<file path="src/rtl/psum_write_arbiter_if.sv">
// rtl/psum_write_arbiter_if.sv - handshake bundle between PE rows, start control and psum buffer write port
interface psum_write_arbiter_if #(
   parameter int NUM_PE = 7,
   parameter int DATA_W = 16,
   parameter int CNT_W  = 8
);
   logic                     start_conv;
   logic [1:0]               mode_in;
   logic [CNT_W-1:0]         pkt_per_row;
   logic [NUM_PE-1:0]        pe_psum_req;
   logic [NUM_PE*DATA_W-1:0] pe_psum_data;
   logic [NUM_PE-1:0]        psum_grant;
   logic                     buf_wr_valid;
   logic                     buf_wr_ready;
   logic [DATA_W-1:0]        buf_wr_data;
   logic [2:0]               buf_wr_row;
   logic                     busy;
   logic                     conv_done;

   modport master (
      input  start_conv, mode_in, pkt_per_row, pe_psum_req, pe_psum_data, buf_wr_ready,
      output psum_grant, buf_wr_valid, buf_wr_data, buf_wr_row, busy, conv_done
   );

   modport slave (
      output start_conv, mode_in, pkt_per_row, pe_psum_req, pe_psum_data, buf_wr_ready,
      input  psum_grant, buf_wr_valid, buf_wr_data, buf_wr_row, busy, conv_done
   );
endinterface

</file>
<file path="src/rtl/psum_write_arbiter.sv">
// rtl/psum_write_arbiter.sv - round-robin arbiter sharing the psum buffer write port among PE rows
module psum_write_arbiter #(
   parameter int NUM_PE = 7,
   parameter int DATA_W = 16,
   parameter int CNT_W  = 8
) (
   input logic                  clk,
   input logic                  rst,
   psum_write_arbiter_if.master bus_if
);
   localparam int IDX_W = $clog2(NUM_PE);

   typedef enum logic [1:0] {S_IDLE, S_RUN, S_DRAIN} state_t;

   state_t              state_q;
   logic [NUM_PE-1:0]   mask_q;
   logic [CNT_W-1:0]    quota_q;
   logic [CNT_W-1:0]    cnt_q [NUM_PE];
   logic [IDX_W-1:0]    ptr_q;
   logic                valid_q;
   logic [DATA_W-1:0]   data_q;
   logic [2:0]          row_q;
   logic                busy_q;
   logic                done_q;

   logic [NUM_PE-1:0]   eligible;
   logic [NUM_PE-1:0]   row_fin;
   logic                slot;
   logic                grant_found;
   logic [IDX_W-1:0]    grant_idx;
   logic                grant_vld;
   logic                all_fin;

   function automatic logic [NUM_PE-1:0] mode_mask(input logic [1:0] m);
      case (m)
         2'd1:    mode_mask = NUM_PE'(5'h1F);
         2'd2:    mode_mask = NUM_PE'(3'h7);
         default: mode_mask = '1;
      endcase
   endfunction

   assign slot      = !valid_q || bus_if.buf_wr_ready;
   assign grant_vld = (state_q == S_RUN) && slot && grant_found;
   assign all_fin   = &row_fin;

   // First eligible row after the pointer wins; pointer then parks on the winner.
   always_comb begin
      eligible    = '0;
      row_fin     = '0;
      grant_found = 1'b0;
      grant_idx   = '0;
      for (int i = 0; i < NUM_PE; i++) begin
         eligible[i] = bus_if.pe_psum_req[i] && mask_q[i] && (cnt_q[i] != quota_q);
      end
      for (int k = 1; k <= NUM_PE; k++) begin
         if (!grant_found && eligible[(int'(ptr_q) + k) % NUM_PE]) begin
            grant_found = 1'b1;
            grant_idx   = IDX_W'((int'(ptr_q) + k) % NUM_PE);
         end
      end
      // A row counts as finished if this cycle's grant brings it to quota.
      for (int i = 0; i < NUM_PE; i++) begin
         row_fin[i] = !mask_q[i] || (cnt_q[i] == quota_q) ||
                      (grant_vld && (grant_idx == IDX_W'(i)) && (cnt_q[i] + CNT_W'(1) == quota_q));
      end
   end

   always_ff @(posedge clk or posedge rst) begin
      if (rst) begin
         state_q <= S_IDLE;
         mask_q  <= '0;
         quota_q <= '0;
         for (int i = 0; i < NUM_PE; i++) cnt_q[i] <= '0;
         ptr_q   <= IDX_W'(NUM_PE - 1);
         valid_q <= 1'b0;
         data_q  <= '0;
         row_q   <= '0;
         busy_q  <= 1'b0;
         done_q  <= 1'b0;
      end else begin
         done_q <= 1'b0;
         if (grant_vld) begin
            valid_q            <= 1'b1;
            data_q             <= bus_if.pe_psum_data[int'(grant_idx)*DATA_W +: DATA_W];
            row_q              <= 3'(grant_idx);
            cnt_q[grant_idx]   <= cnt_q[grant_idx] + CNT_W'(1);
            ptr_q              <= grant_idx;
         end else if (bus_if.buf_wr_ready) begin
            valid_q <= 1'b0;
         end
         case (state_q)
            S_IDLE: begin
               if (bus_if.start_conv) begin
                  mask_q  <= mode_mask(bus_if.mode_in);
                  quota_q <= bus_if.pkt_per_row;
                  for (int i = 0; i < NUM_PE; i++) cnt_q[i] <= '0;
                  ptr_q   <= IDX_W'(NUM_PE - 1);
                  busy_q  <= 1'b1;
                  state_q <= (bus_if.pkt_per_row == '0) ? S_DRAIN : S_RUN;
               end
            end
            S_RUN: begin
               if (all_fin) state_q <= S_DRAIN;
            end
            S_DRAIN: begin
               if (!valid_q || bus_if.buf_wr_ready) begin
                  state_q <= S_IDLE;
                  busy_q  <= 1'b0;
                  done_q  <= 1'b1;
               end
            end
            default: state_q <= S_IDLE;
         endcase
      end
   end

   assign bus_if.psum_grant   = grant_vld ? (NUM_PE'(1) << grant_idx) : '0;
   assign bus_if.buf_wr_valid = valid_q;
   assign bus_if.buf_wr_data  = data_q;
   assign bus_if.buf_wr_row   = row_q;
   assign bus_if.busy         = busy_q;
   assign bus_if.conv_done    = done_q;
endmodule

</file>
<file path="src/flat_wrapper.sv">
// flat-port wrapper written by rule: the top's interface ports become plain ports
module psum_write_arbiter_flat 
#(
   parameter int NUM_PE = 7,
   parameter int DATA_W = 16,
   parameter int CNT_W  = 8
)
  (clk, rst, bus_if_start_conv, bus_if_mode_in, bus_if_pkt_per_row, bus_if_pe_psum_req, bus_if_pe_psum_data, bus_if_buf_wr_ready, bus_if_psum_grant, bus_if_buf_wr_valid, bus_if_buf_wr_data, bus_if_buf_wr_row, bus_if_busy, bus_if_conv_done);
  psum_write_arbiter_if #(.NUM_PE(NUM_PE), .DATA_W(DATA_W), .CNT_W(CNT_W)) bus_if_i ();
  input logic clk;
  input logic rst;
  input wire logic [$bits(bus_if_i.start_conv)-1:0] bus_if_start_conv;
  input wire logic [$bits(bus_if_i.mode_in)-1:0] bus_if_mode_in;
  input wire logic [$bits(bus_if_i.pkt_per_row)-1:0] bus_if_pkt_per_row;
  input wire logic [$bits(bus_if_i.pe_psum_req)-1:0] bus_if_pe_psum_req;
  input wire logic [$bits(bus_if_i.pe_psum_data)-1:0] bus_if_pe_psum_data;
  input wire logic [$bits(bus_if_i.buf_wr_ready)-1:0] bus_if_buf_wr_ready;
  output wire logic [$bits(bus_if_i.psum_grant)-1:0] bus_if_psum_grant;
  output wire logic [$bits(bus_if_i.buf_wr_valid)-1:0] bus_if_buf_wr_valid;
  output wire logic [$bits(bus_if_i.buf_wr_data)-1:0] bus_if_buf_wr_data;
  output wire logic [$bits(bus_if_i.buf_wr_row)-1:0] bus_if_buf_wr_row;
  output wire logic [$bits(bus_if_i.busy)-1:0] bus_if_busy;
  output wire logic [$bits(bus_if_i.conv_done)-1:0] bus_if_conv_done;
  assign bus_if_i.start_conv = bus_if_start_conv;
  assign bus_if_i.mode_in = bus_if_mode_in;
  assign bus_if_i.pkt_per_row = bus_if_pkt_per_row;
  assign bus_if_i.pe_psum_req = bus_if_pe_psum_req;
  assign bus_if_i.pe_psum_data = bus_if_pe_psum_data;
  assign bus_if_i.buf_wr_ready = bus_if_buf_wr_ready;
  assign bus_if_psum_grant = bus_if_i.psum_grant;
  assign bus_if_buf_wr_valid = bus_if_i.buf_wr_valid;
  assign bus_if_buf_wr_data = bus_if_i.buf_wr_data;
  assign bus_if_buf_wr_row = bus_if_i.buf_wr_row;
  assign bus_if_busy = bus_if_i.busy;
  assign bus_if_conv_done = bus_if_i.conv_done;
  psum_write_arbiter #(.NUM_PE(NUM_PE), .DATA_W(DATA_W), .CNT_W(CNT_W)) u_core (.clk(clk), .rst(rst), .bus_if(bus_if_i));
endmodule
</file>
<file path="config.mk">
export PLATFORM = sky130hd
export DESIGN_NAME = psum_write_arbiter_flat
export DESIGN_NICKNAME = d
export VERILOG_FILES = /design/src/rtl/psum_write_arbiter_if.sv /design/src/rtl/psum_write_arbiter.sv /design/src/flat_wrapper.sv
export SDC_FILE = /design/constraint.sdc
export NUM_CORES = 1
export LEC_CHECK = 0
export BUFFER_PORTS_ARGS = -buffer_cell sky130_fd_sc_hd__buf_2
export CAP_MARGIN = 0
export CORE_MARGIN = 10
export CORE_UTILIZATION = 40
export DETAILED_ROUTE_END_ITERATION = 6
export PLACE_DENSITY_LB_ADDON = 0.05
export SKIP_CTS_REPAIR_TIMING = 1
export SYNTH_ARGS = -nofsm -noshare
export SYNTH_HDL_FRONTEND = slang
export SYNTH_SLANG_ARGS = --single-unit
</file>
<file path="constraint.sdc">
create_clock -name clk -period 9.8 [get_ports clk]
set_clock_uncertainty 0.1 [all_clocks]
set_input_delay 1.47 -clock clk [delete_from_list [all_inputs] [get_ports clk]]
set_output_delay 1.47 -clock clk [all_outputs]
set_load 0.01 [all_outputs]
</file>
# == Word level (Yosys, flattened, before mapping) ==
# Cells that the tools add are included.
# totals
ff_bits,98
input_bits,133
out_inout_bits,29
word_cells,220
# op_classes
n_addsub,15
div_mod_pow,7
magnitude_cmp,9
eq_ne,34
shifts,2
n_mux,61
n_bitwise,1
reduce_logical,75
# ops
cell,count
"less-than comparator 32 x 5 -> 1 bit, second input constant",7
"modulo 32 x 4 -> 32 bit, second input constant",7
2-to-1 mux 56 bit,3
equality test 8 bit,14
indexed part select 112 x 8 -> 16 bit,1
"adder 8 x 1 -> 8 bit, second input constant",8
bitwise mux 56 bit,1
!= test 8 bit,7
logical AND 1 bit,37
2-to-1 mux 3 bit,10
2-to-1 mux 1 bit,27
binary-select mux 8 bit (select 3 bit),1
demux 8 bit (select 3 bit),1
2-to-1 mux 8 bit,3
binary-select mux 1 bit (select 3 bit),7
"adder 3 x 3 -> 4 bit, second input constant",4
logical OR 1 bit,15
logical NOT 1 bit,14
case mux 7 bit (2 select lines),1
"equality test 3 bit, second input constant",3
"adder 3 x 2 -> 4 bit, second input constant",2
logical NOT 8 bit,1
2-to-1 mux 2 bit,4
2-to-1 mux 7 bit,1
19 further kinds,25

# == Logic depth before layout (Yosys ltp) ==
# logic_depth
word_depth,33
ltp_mapped,28
mapped_depth_nobuf,22

# == Worst setup path after synthesis ==
# No wires, ideal clock.
# synth_path
path_kind,register to output
startpoint,reg u_core.ptr_q[0]
endpoint,out bus_if_psum_grant[0]
arrival_ns,5.861
required_ns,8.230
path_slack_ns,2.369
path_stages_with_launch,25
n_path_buf,7
cell_sequence,dfrtp_1 -> buf_2 -> clkinv_1 -> buf_1 -> ha_1 -> inv_1 -> clkbuf_1 -> ha_1 -> ha_1 -> or2_2 -> nor4b_1 -> o22ai_1 -> a21oi_1 -> mux2_2 -> o2111a_1 -> a41oi_1 -> o31ai_1 -> o21a_1 -> buf_2 -> buf_1 -> nor2_1 -> clkbuf_1 -> nand2_1 -> inv_1 -> clkbuf_1
# synth_via
elab_chain_len,26
elab_cells_between_ends,64
cone_classes,add/sub (7); div (7); shift (1); mux (36); reduce/logical (13)
# synth_rtl
element,line,source
from (decl),psum_write_arbiter.sv:19,logic [IDX_W-1:0] ptr_q;
from (signal assigned),psum_write_arbiter.sv:74,ptr_q <= IDX_W'(NUM_PE - 1);
from (signal assigned),psum_write_arbiter.sv:87,ptr_q <= grant_idx;
from (signal assigned),psum_write_arbiter.sv:97,ptr_q <= IDX_W'(NUM_PE - 1);
adder 3 x 1 -> 4 bit,"psum_write_arbiter.sv:56, psum_write_arbiter.sv:58",
modulo 32 x 4 -> 32 bit,"psum_write_arbiter.sv:56, psum_write_arbiter.sv:58",
binary-select mux 1 bit (select 3 bit),psum_write_arbiter.sv:56,if (!grant_found && eligible[(int'(ptr_q) + k) % NUM_PE]) begin
2-to-1 mux 1 bit (not written as such) (2 in a row),psum_write_arbiter.sv:56,
2-to-1 mux 1 bit,psum_write_arbiter.sv:56,
logical NOT 1 bit,psum_write_arbiter.sv:56,
logical AND 1 bit,psum_write_arbiter.sv:56,
2-to-1 mux 1 bit,psum_write_arbiter.sv:56,
(+9 left out),-,
logical NOT 1 bit,psum_write_arbiter.sv:56,
logical AND 1 bit,psum_write_arbiter.sv:56,
2-to-1 mux 1 bit,psum_write_arbiter.sv:56,
logical NOT 1 bit,psum_write_arbiter.sv:56,
logical AND 1 bit,psum_write_arbiter.sv:56,
2-to-1 mux 3 bit or 2-to-1 mux 1 bit (tied branches),psum_write_arbiter.sv:56,
<< shifter 1 x 3 -> 7 bit or logical AND 1 bit (tied branches),"psum_write_arbiter.sv:117, psum_write_arbiter.sv:43",
2-to-1 mux 7 bit (*),psum_write_arbiter.sv:117,assign bus_if.psum_grant = grant_vld ? (NUM_PE'(1) << grant_idx) : '0;
to (decl),flat_wrapper.sv:18,output wire logic [$bits(bus_if_i.psum_grant)-1:0] bus_if_psum_grant;
# Every way passes the cells marked *; elsewhere a longest branch is shown, timed or not. The select of a mux whose other input is x is not followed.

# == Final worst setup path ==
# layout_path
startpoint,reg u_core.ptr_q[1]
endpoint,out bus_if_psum_grant[0]
# Same word-level chain as after synthesis.

==> metrics.txt <==
Critical Path Sink Type output port; CTS buffer count 9; Sum Neg Setup Slack 0 ns; clock root cell clkbuf_16; Hold Fails Final Rpt 0; I/O Pins 162; Max Cap Viol 0; largest net degree at the start of global routing 49; Syn Inst Count 1310; RR Startpoint u_core.ptr_q[1]$_DFF_PP1_; die area 32120 sq um; clk slew on worst S/H paths 0.08 ns; Clock Tree Buf Depth 2; asr flop ratio synth 100.0%; fin nets about 1600; final WL 41150 um; initial antenna violation count 0; Slew @ Worst Pin 1.224 ns; first-pass GRT wire length 63400 um; Fmax achieved roughly 110 MHz; top_reg_cell synth dfrtp_1; fillers 2533; Chip Width 179.2 um; Post-synth top cells nand2_1, o21ai_0, dfrtp_1; Overflow after GRT 0; vias in the first global route approximately 10000; GRT Overall Usage 25.47%; met1 usage about a third; Min-Delay Path Class reg -> reg; Unique masters post-synth 109; Synth area leader dfrtp_1; DR iter-0 viols 1151; Hold Crit Depth 2; IO Port Bufs 161; Die Ht 179.2 um; crit path max fanout 33; DRC 0; status complete, no violations; Avg Cell Area, Syn 7.741 sq um; Worst setup startpoint u_core.ptr_q[1]$_DFF_PP1_; row count 58; fraction of layout cells with a size suffix above 1 19.36%; via count 10770; worst reg2reg path depth 21; DP HPWL 31060 um; Post-DRT Antenna Nets 0; FF+latch area ~2400 sq um; sequential share of the synthesized area 23.22%; r2r setup slk 1.32 ns; Multi-input gate area 7161 sq um; DRT Pass-1 Iters 6; #FFs+latches synth 94; H-tree depth 3; Area growth syn-to-layout 12.62%; Syn. warnings 0; critical path data arrival time 7.37 ns; critical hold path startpoint u_core.quota_q[1]$_DFFE_PP0P_; Final setup viols 0; relative slew slack 17.79%; Synth area leaders dfrtp_1, nand2_1, o21ai_0, xnor2_1, xor2_1; GRT busiest layer met2; final critical-path share of the clock period 91.21%; via density per instance 6.174; Post-Syn Area 10140 sq um; RePlAce Congestion about 0.93; Min-Delay Endpoint u_core.quota_q[1]$_DFFE_PP0P_; core area between 20000 and 30000 sq um; syn_nets 1473; total clock sinks 94; RSZ-0062 raised after global routing false; grt met2 use 42.93%; r2r endpoint u_core.cnt_q[47]$_DFF_PP0_; critical path type reg -> out; Max Slew Vio Count 0; Initial Utilization 40.50%; Inserted Diodes 0; Yosys top cell area share 22.70%; EDFF count, synth 0; grt met3 use around 5%; most frequent cell after synthesis nand2_1; Worst setup SP type flip-flop; Worst Path Required about 8.2 ns; WL per Instance between 20 and 25 um; CTS tree done; Period minus WS final 8.939 ns; clock latency at the later pin of the worst-skew pair 0.36 ns
## logic make-up (layout without fill, tap and decap cells)
family	count (synthesis)	in the layout	share of synthesized area, %
AOI/OAI and AO/OA	400	400	27.70
xor gates and xnor gates	105	105	9.217
adders and majority gates	30	30	3.701
buffers and inverters	142	247	6.206
DFF	94	94	23.22
muxes	40	40	4.084
and+or+nand+nor	499	499	25.87
## layout make-up
| cell class | instances | share of cell area [%] |
|---|---|---|
| clock buffer | 10 | 2.092 |
| clock inverter | 6 | 0.8107 |
| inverter | 46 | 1.534 |
| multi-input combinational | 1074 | 62.70 |
| sequential | 94 | 20.62 |
| tap | 330 | 3.615 |
| timing repair buffer | 185 | 8.633 |
## flip-flops by register name (all words and copies together), names as in the netlist, 2 cells and up
register and count:
u_core.state_q 2, u_core.bus_if.buf_wr_row 3, u_core.bus_if.buf_wr_data 16, u_core.mask_q 3, u_core.ptr_q 3, u_core.cnt_q 56, u_core.quota_q 8
## worst max path at each step
| stage | slack, ns | end | cells after the start |
|---|---|---|---|
| floorplan | 2.37 | bus_if_psum_grant[0] | 24 |
| global placement | 1.53 | u_core.cnt_q[47]$_DFF_PP0_ | 21 |
| detailed placement | 1.41 | bus_if_psum_grant[2] | 20 |
| CTS | 1.00 | bus_if_psum_grant[2] | 20 |
| global route | 0.40 | bus_if_psum_grant[5] | 19 |
| finish | 0.86 | bus_if_psum_grant[0] | 20 |
## layout by cell type (no fill, tap or decap), types with 10 or more instances in the layout
| master | n |
|---|---|
| a22oi_1 | 17 |
| nor2_1 | 66 |
| a31oi_1 | 18 |
| nor3_2 | 14 |
| o21ai_0 | 105 |
| o211ai_1 | 15 |
| dfrtp_1 | 92 |
| nor3_1 | 29 |
| mux2i_1 | 29 |
| ha_1 | 30 |
| buf_2 | 161 |
| nand3_1 | 69 |
| nand2_1 | 183 |
| nand4_1 | 18 |
| inv_1 | 40 |
| buf_4 | 24 |
| a21oi_1 | 70 |
| mux2_2 | 10 |
| xor2_1 | 46 |
| and4_1 | 15 |
| xnor2_1 | 57 |
| and3_1 | 23 |
| a211oi_1 | 35 |
| nor4_1 | 11 |
## per-stage QoR
stage	util (%)	cell area [sq um]	hold slack [ns]	setup slack, ns	instances
after floorplan	-	10140	0.3947	2.369	1310
after global placement	44.29	11090	0.3595	1.527	1729
after detailed placement	44.29	11090	0.3600	1.413	1729
after CTS	45.62	11420	0.3808	1.001	1745
after global routing	45.62	11420	0.3945	0.3961	1745
final	45.62	11420	0.3779	0.8612	1745
## worst max-delay path, cell delays in order (launching register included)
cell and delay (ns):
dfstp_2 0.68, inv_1 0.18, ha_1 0.31, buf_4 0.27
inv_1 0.32, ha_1 0.30, ha_1 0.26, or2_2 0.28
o311ai_1 0.36, a32o_1 0.25, nor2_1 0.05, o311ai_0 0.60
o2111a_1 0.45, nand3_2 0.22, o311ai_0 0.61, nand2b_1 0.18
buf_4 0.34, nor2_1 0.23, nand2_1 0.41, inv_1 0.38
buf_2 0.26
## per-layer routing
| layer | part of all wire, % | vias to the layer above |
|---|---|---|
| li1 | - | 5056 |
| met1 | 43 | 5186 |
| met2 | 48 | 474 |
| met3 | 7.3 | 57 |
| met4 | 1.9 | 0 |
| met5 | 0 | - |
Power is left out: the tool's default activity adds up to more than one toggle a clock period on the data nets, which glitch-free logic cannot reach.
